$ cat src/rtl/cond_exec_stage.sv
// ============================================================================
// Module   : cond_exec_stage
// Purpose  : Execute-to-memory stage. It holds the NZCV status register and
//            evaluates ARM condition codes to gate write enables. Results go
//            into a one-entry valid/ready output slot.
// Revision : 1.0 - initial release
// ============================================================================
`default_nettype none

module cond_exec_stage #(
    parameter int          WIDTH       = 32,
    parameter int          RA_W        = 4,
    parameter logic [3:0]  FLAGS_RESET = 4'b0000
) (
    input  logic             clk,
    input  logic             reset,
    input  logic             in_valid,
    output logic             in_ready,
    input  logic [WIDTH-1:0] alu_y,
    input  logic [3:0]       alu_flags,
    input  logic [3:0]       cond,
    input  logic [1:0]       flag_w,
    input  logic             reg_w,
    input  logic             mem_w,
    input  logic             pc_s,
    input  logic [RA_W-1:0]  wa3,
    input  logic [WIDTH-1:0] write_data,
    input  logic             flush,
    output logic             out_valid,
    input  logic             out_ready,
    output logic [WIDTH-1:0] out_result,
    output logic [WIDTH-1:0] out_wd,
    output logic [RA_W-1:0]  out_wa3,
    output logic             out_reg_w,
    output logic             out_mem_w,
    output logic             out_pc_s,
    output logic [3:0]       flags_q,
    output logic             cond_ex
);

    localparam logic [3:0] C_EQ = 4'h0;
    localparam logic [3:0] C_NE = 4'h1;
    localparam logic [3:0] C_CS = 4'h2;
    localparam logic [3:0] C_CC = 4'h3;
    localparam logic [3:0] C_MI = 4'h4;
    localparam logic [3:0] C_PL = 4'h5;
    localparam logic [3:0] C_VS = 4'h6;
    localparam logic [3:0] C_VC = 4'h7;
    localparam logic [3:0] C_HI = 4'h8;
    localparam logic [3:0] C_LS = 4'h9;
    localparam logic [3:0] C_GE = 4'hA;
    localparam logic [3:0] C_LT = 4'hB;
    localparam logic [3:0] C_GT = 4'hC;
    localparam logic [3:0] C_LE = 4'hD;

    logic w_n;
    logic w_z;
    logic w_c;
    logic w_v;
    logic w_accept;

    assign w_n = flags_q[3];
    assign w_z = flags_q[2];
    assign w_c = flags_q[1];
    assign w_v = flags_q[0];

    // Condition reads only the committed flags, so a flag-setting instruction
    // in the slot is already visible to the instruction behind it.
    always_comb begin
        cond_ex = 1'b1;
        case (cond)
            C_EQ:    cond_ex = w_z;
            C_NE:    cond_ex = ~w_z;
            C_CS:    cond_ex = w_c;
            C_CC:    cond_ex = ~w_c;
            C_MI:    cond_ex = w_n;
            C_PL:    cond_ex = ~w_n;
            C_VS:    cond_ex = w_v;
            C_VC:    cond_ex = ~w_v;
            C_HI:    cond_ex = w_c & ~w_z;
            C_LS:    cond_ex = ~w_c | w_z;
            C_GE:    cond_ex = (w_n == w_v);
            C_LT:    cond_ex = (w_n != w_v);
            C_GT:    cond_ex = ~w_z & (w_n == w_v);
            C_LE:    cond_ex = w_z | (w_n != w_v);
            default: cond_ex = 1'b1;
        endcase
    end

    assign in_ready = ~flush & (~out_valid | out_ready);
    assign w_accept = in_valid & in_ready;

    always_ff @(posedge clk or posedge reset) begin
        if (reset) begin
            out_valid  <= 1'b0;
            out_result <= '0;
            out_wd     <= '0;
            out_wa3    <= '0;
            out_reg_w  <= 1'b0;
            out_mem_w  <= 1'b0;
            out_pc_s   <= 1'b0;
            flags_q    <= FLAGS_RESET;
        end else if (flush) begin
            out_valid <= 1'b0;
        end else if (w_accept) begin
            out_valid  <= 1'b1;
            out_result <= alu_y;
            out_wd     <= write_data;
            out_wa3    <= wa3;
            out_reg_w  <= reg_w & cond_ex;
            out_mem_w  <= mem_w & cond_ex;
            out_pc_s   <= pc_s & cond_ex;
            if (cond_ex & flag_w[1]) flags_q[3:2] <= alu_flags[3:2];
            if (cond_ex & flag_w[0]) flags_q[1:0] <= alu_flags[1:0];
        end else if (out_ready) begin
            out_valid <= 1'b0;
        end
    end

endmodule

`default_nettype wire

$ cat config.mk
export PLATFORM = sky130hd
export DESIGN_NAME = cond_exec_stage
export DESIGN_NICKNAME = d
export VERILOG_FILES = /design/src/rtl/cond_exec_stage.sv
export SDC_FILE = /design/constraint.sdc
export NUM_CORES = 1
export LEC_CHECK = 0
export CORE_UTILIZATION = 35
export CTS_CLUSTER_DIAMETER = 120
export CTS_CLUSTER_SIZE = 20
export DETAILED_ROUTE_END_ITERATION = 6
export GPL_ROUTABILITY_DRIVEN = 0
export PLACE_DENSITY = 0.76
export SYNTH_ARGS = -nofsm -noshare
export SYNTH_HDL_FRONTEND = slang
export SYNTH_SLANG_ARGS = --single-unit
$ cat constraint.sdc
create_clock -name clk -period 2.5 [get_ports clk]
set_input_delay 0.5 -clock clk [delete_from_list [all_inputs] [get_ports clk]]
set_output_delay 0.5 -clock clk [all_outputs]
set_load 0.05 [all_outputs]
Word level (Yosys, flattened, before mapping)
Cells that the tools add are included.
{ "classes": {"eq_ne": 15, "n_mux": 4, "bitwise_logic": 18, "reduce_logical": 5} }
{ "ops": {"columns": ["operator", "n"], "rows": [
  ["$eq 4x4->1 const B", 6],
  ["$eq 4x3->1 const B", 4],
  ["$pmux 1 s14", 1],
  ["$and 1x1->1", 9],
  ["$eq 4x2->1 const B", 2],
  ["$not 1->1", 6],
  ["$reduce_and 3->1", 2],
  ["$eq 4x1->1 const B", 1],
  ["$logic_not 4->1", 1],
  ["$mux 1", 3],
  ["$or 1x1->1", 3],
  ["$reduce_bool 3->1", 1],
  ["$reduce_and 2->1", 1],
  ["$eq 1x1->1", 1],
  ["$ne 1x1->1", 1]
]} }
{ "totals": {"reg_bits": 76, "in_bits": 86, "out_inout_bits": 78, "wordCells": 51} }

Depth between registers and ports, before layout
{ "depth": {"depth_word": 6, "ltp_mapped": 6, "mapped_depth_nobuf": 5} }

Worst setup path before layout
No wires, ideal clock.
{ "synth_path": {"path_kind": "register to output", "start": "register flags_q[3]", "end": "output port cond_ex", "arrival_ns": 1.895, "required_ns": 2.000, "setup_slack_ns": 0.105, "stages_incl_launch_ff": 6, "n_path_buf": 0, "path_cell_list": "dfrtp_1 xnor2_1 a22oi_1 o41a_2 and2_2 inv_1"} }
{ "synth_between": {"elab_chain_len": 3, "elab_cells_between_ends": 6} }
{ "synth_rtl": {"columns": ["element", "line", "source"], "rows": [
  ["from (decl)", "37", "output logic [3:0] flags_q,"],
  ["from (signal assigned)", "113", "if (cond_ex & flag_w[1]) flags_q[3:2] <= alu_flags[3:2];"],
  ["$ne 1x1->1 / $eq 1x1->1 (equally long branches)", null, null],
  ["$or 1x1->1 / $and 1x1->1 (equally long branches)", "85, 84", null],
  ["$pmux 1 s14 (*)", "71", "case (cond)"],
  ["to (decl)", "38", "output logic cond_ex"]
]} }
Mark *: on every way between the ends. The rest lies on a longest branch, timed or not.

Final worst setup path
{ "layout_path": {"start": "input port cond[3]", "end": "output port cond_ex"} }
{ "layout_between": {"elab_chain_len": 2, "elab_cells_between_ends": 15} }
{ "layout_rtl": {"columns": ["element", "line", "source"], "rows": [
  ["from (decl)", "21", "input logic [3:0] cond,"],
  ["$eq 4x4->1 (tied with other cells)", "71", null],
  ["$pmux 1 s14 (*)", "71", null]
]} }
Marks and branches as above.

==> results.ini <==
[logic_synthesis]
syn-num-nets = 281
synth.largest_area_cell = dfrtp_1
synth.distinct_cells = 23
async_flop_share_pct = 100
syn-cell-area_sq_um = 3040
yosysSeqAreaShare_pct = 62.6
synth-edff-count = 0
synth_area_per_cell_sq_um = 15.6
synth_top_area_share_pct = 62.6
ys_warn_count = 0
synthTopCellsByArea = dfrtp_1, mux2_2, mux2_1
yosys.cell_count.top_type = dfrtp_1
synth_common_cells = dfrtp_1, mux2_2, inv_1, nand2_1, buf_4
syn_inst = 195
synth_seq_cells = 76
yosys_most_used_dff = dfrtp_1

[die]
ios = 164
core_area_sq_um = 8300
num_rows = 33
die_w_um = 95.2
die_height_um = 95.2
dieArea_sq_um = 9060
start_util_pct = 36.6

[power]
leakage_nw = 2.12
p_total_mw = 4.62
p_per_area_nw_per_um2 = 897
worst_ir_drop_vdd_uv = 433

[sta]
drv_slew = 0
setup_tns_ns = 0
fmax_mhz = 408
relSlewSlack_pct = 64.6
hold_violations = 0
fin_crit_ns = 2.45
clock-skew-final_ns = 0.00698
fin_crit_sh_pct = 98.1
final-setup-viol-count = 0
tightest_slew_ns = 0.529
rsz0062_at_grt = no

[critical_path]
crit_buf_inv = 3
cp-start-kind = input pin
crit_fanout = 5
critPathCaptureType = output port
required_ns = 2.00
worstPathArrival_ns = 1.95
slowest_stage = or3b_2
crit_chain = dlygate4sd2_1, or3b_2, mux2i_2, a221oi_2, and2_2, inv_1, buf_12
slowest_delay_ns = 0.49
worstSetupPathType = input pin to output port
ff2ff_path_depth = 6
cp.depth = 7
crit_family = simple AND/OR/NAND/NOR gates

[placed_design]
dp.cells = 470
place_hpwl_um = 5640
port_buffers = 163

[run]
drv_cap = 0

[grt]
track_usage_pct = 16.6
grt_pass1_wl_um = 11500
grt_max_degree = 38
grt_pass1_vias = 2491
antenna_found_initial = 0
grt.overflow.total = 0

[clock_network]
clockRootBuffer = clkbuf_8
post_cts_buffers = 0
worstSkewPairLatency_ns = 0.33
htreeDepth = 3
clk_pin_slew_ns = 0.08
cts_sinks = 76
numCtsBuffers = 9
clockBufferDepth = 2
cts_tree = done

[layout]
nets = 462
area_growth_pct = 69.4
instances_no_fill = 486
final_layout_size_suffix_gt1_share_pct = 30.2
diodes = 0

[route]
ant_nets = 0
routed_wl_um = 7420
post_drt_wl_per_cell_um = 15.3
detail_route.iter0.violations = 18
vias = 2265
viasPerCell = 4.66
drt-pass1-iter-count = 3
drcViolationCount = 0

[status]
status = finished clean

[min_path]
min_path_type = input pin to asynchronous set/reset pin

## power by group
| part | switching [mW] | internal (mW) | leakage, nW |
|---|---|---|---|
| clock | 0.443 | 0.515 | 0.0938 |
| combinational | 1.20 | 0.848 | 1.12 |
| sequential | 0.154 | 1.46 | 0.898 |
## what timing repair did
action,CTS,global route
gates cloned,0,0
endpoints found under the setup margin,1,1
hold buffers,0,0
gates resized for setup,6,3
pin swaps,0,1
## layout make-up
cell class,count,area [sq um]
Inverter,6,22.5
Tap cell,105,131
Multi-Input combinational cell,105,1080
Sequential cell,76,1900
Clock buffer,11,151
Fill cell,679,3150
Timing Repair Buffer,178,1800
Clock inverter,5,60.1
## routing by layer
| metal | track usage (%) | vias to the layer above | wire [um] |
|---|---|---|---|
| met5 | 0 | - | 0 |
| met3 | 5.34 | 10 | 582 |
| met4 | 6.44 | 0 | 127 |
| met1 | 18.6 | 1114 | 2840 |
| met2 | 29.1 | 92 | 3870 |
| li1 | - | 1049 | - |
## stage by stage
| stage | area, sq um | hold WS (ns) | setup WS [ns] | util, % |
|---|---|---|---|---|
| global placement | 4920 | 0.488 | -0.125 | 59.3 |
| floorplan | 3040 | 0.566 | 0.0617 | - |
| global route | 5150 | 0.503 | 0.00757 | 62.0 |
| finish | 5150 | 0.471 | 0.0468 | 62.0 |
| CTS | 5140 | 0.467 | 0.0282 | 61.9 |
| detailed placement | 4920 | 0.494 | -0.188 | 59.3 |
## logic make-up after synthesis
| family | count (synthesis) | share of synthesized area, % |
|---|---|---|
| xor+xnor | 3 | 1.32 |
| buf+inv | 14 | 2.47 |
| mux | 75 | 27.7 |
| flops | 76 | 62.6 |
| simple gates | 18 | 3.21 |
| compound gates | 9 | 2.76 |
## path summary, 6_finish.rpt
path,endpoint,start,slack [ns]
worst max-delay path,cond_ex,cond[3],0.05
max in group asynchronous,out_wd[22],reset,1.49
worst min register to register,out_result[24],out_result[24],0.51
min in group clk,out_result[24],out_result[24],0.51
worst min-delay path,out_wa3[3],reset,0.47
worst max register to register,flags_q[1],flags_q[2],0.59
## registers in the layout, indices dropped and copies added, names as in the netlist
signal,count
out_reg_w,1
out_pc_s,1
out_wd,32
out_result,32
out_valid,1
out_mem_w,1
flags_q,4
out_wa3,4
## placed cells by master (no fill, tap or decap), types with 2 or more instances in the layout
master / n
o22ai_1: 3
clkdlybuf4s50_1: 157
mux2_1: 4
dfrtp_2: 2
nand2_1: 6
mux2i_2: 2
inv_1: 5
clkbuf_8: 11
a21oi_2: 2
buf_12: 5
nor2_1: 4
dlygate4sd2_1: 4
buf_4: 12
nor2b_1: 2
clkinvlp_4: 4
mux2_2: 68
dfrtp_1: 74
(Power assumes the default switching activity.)
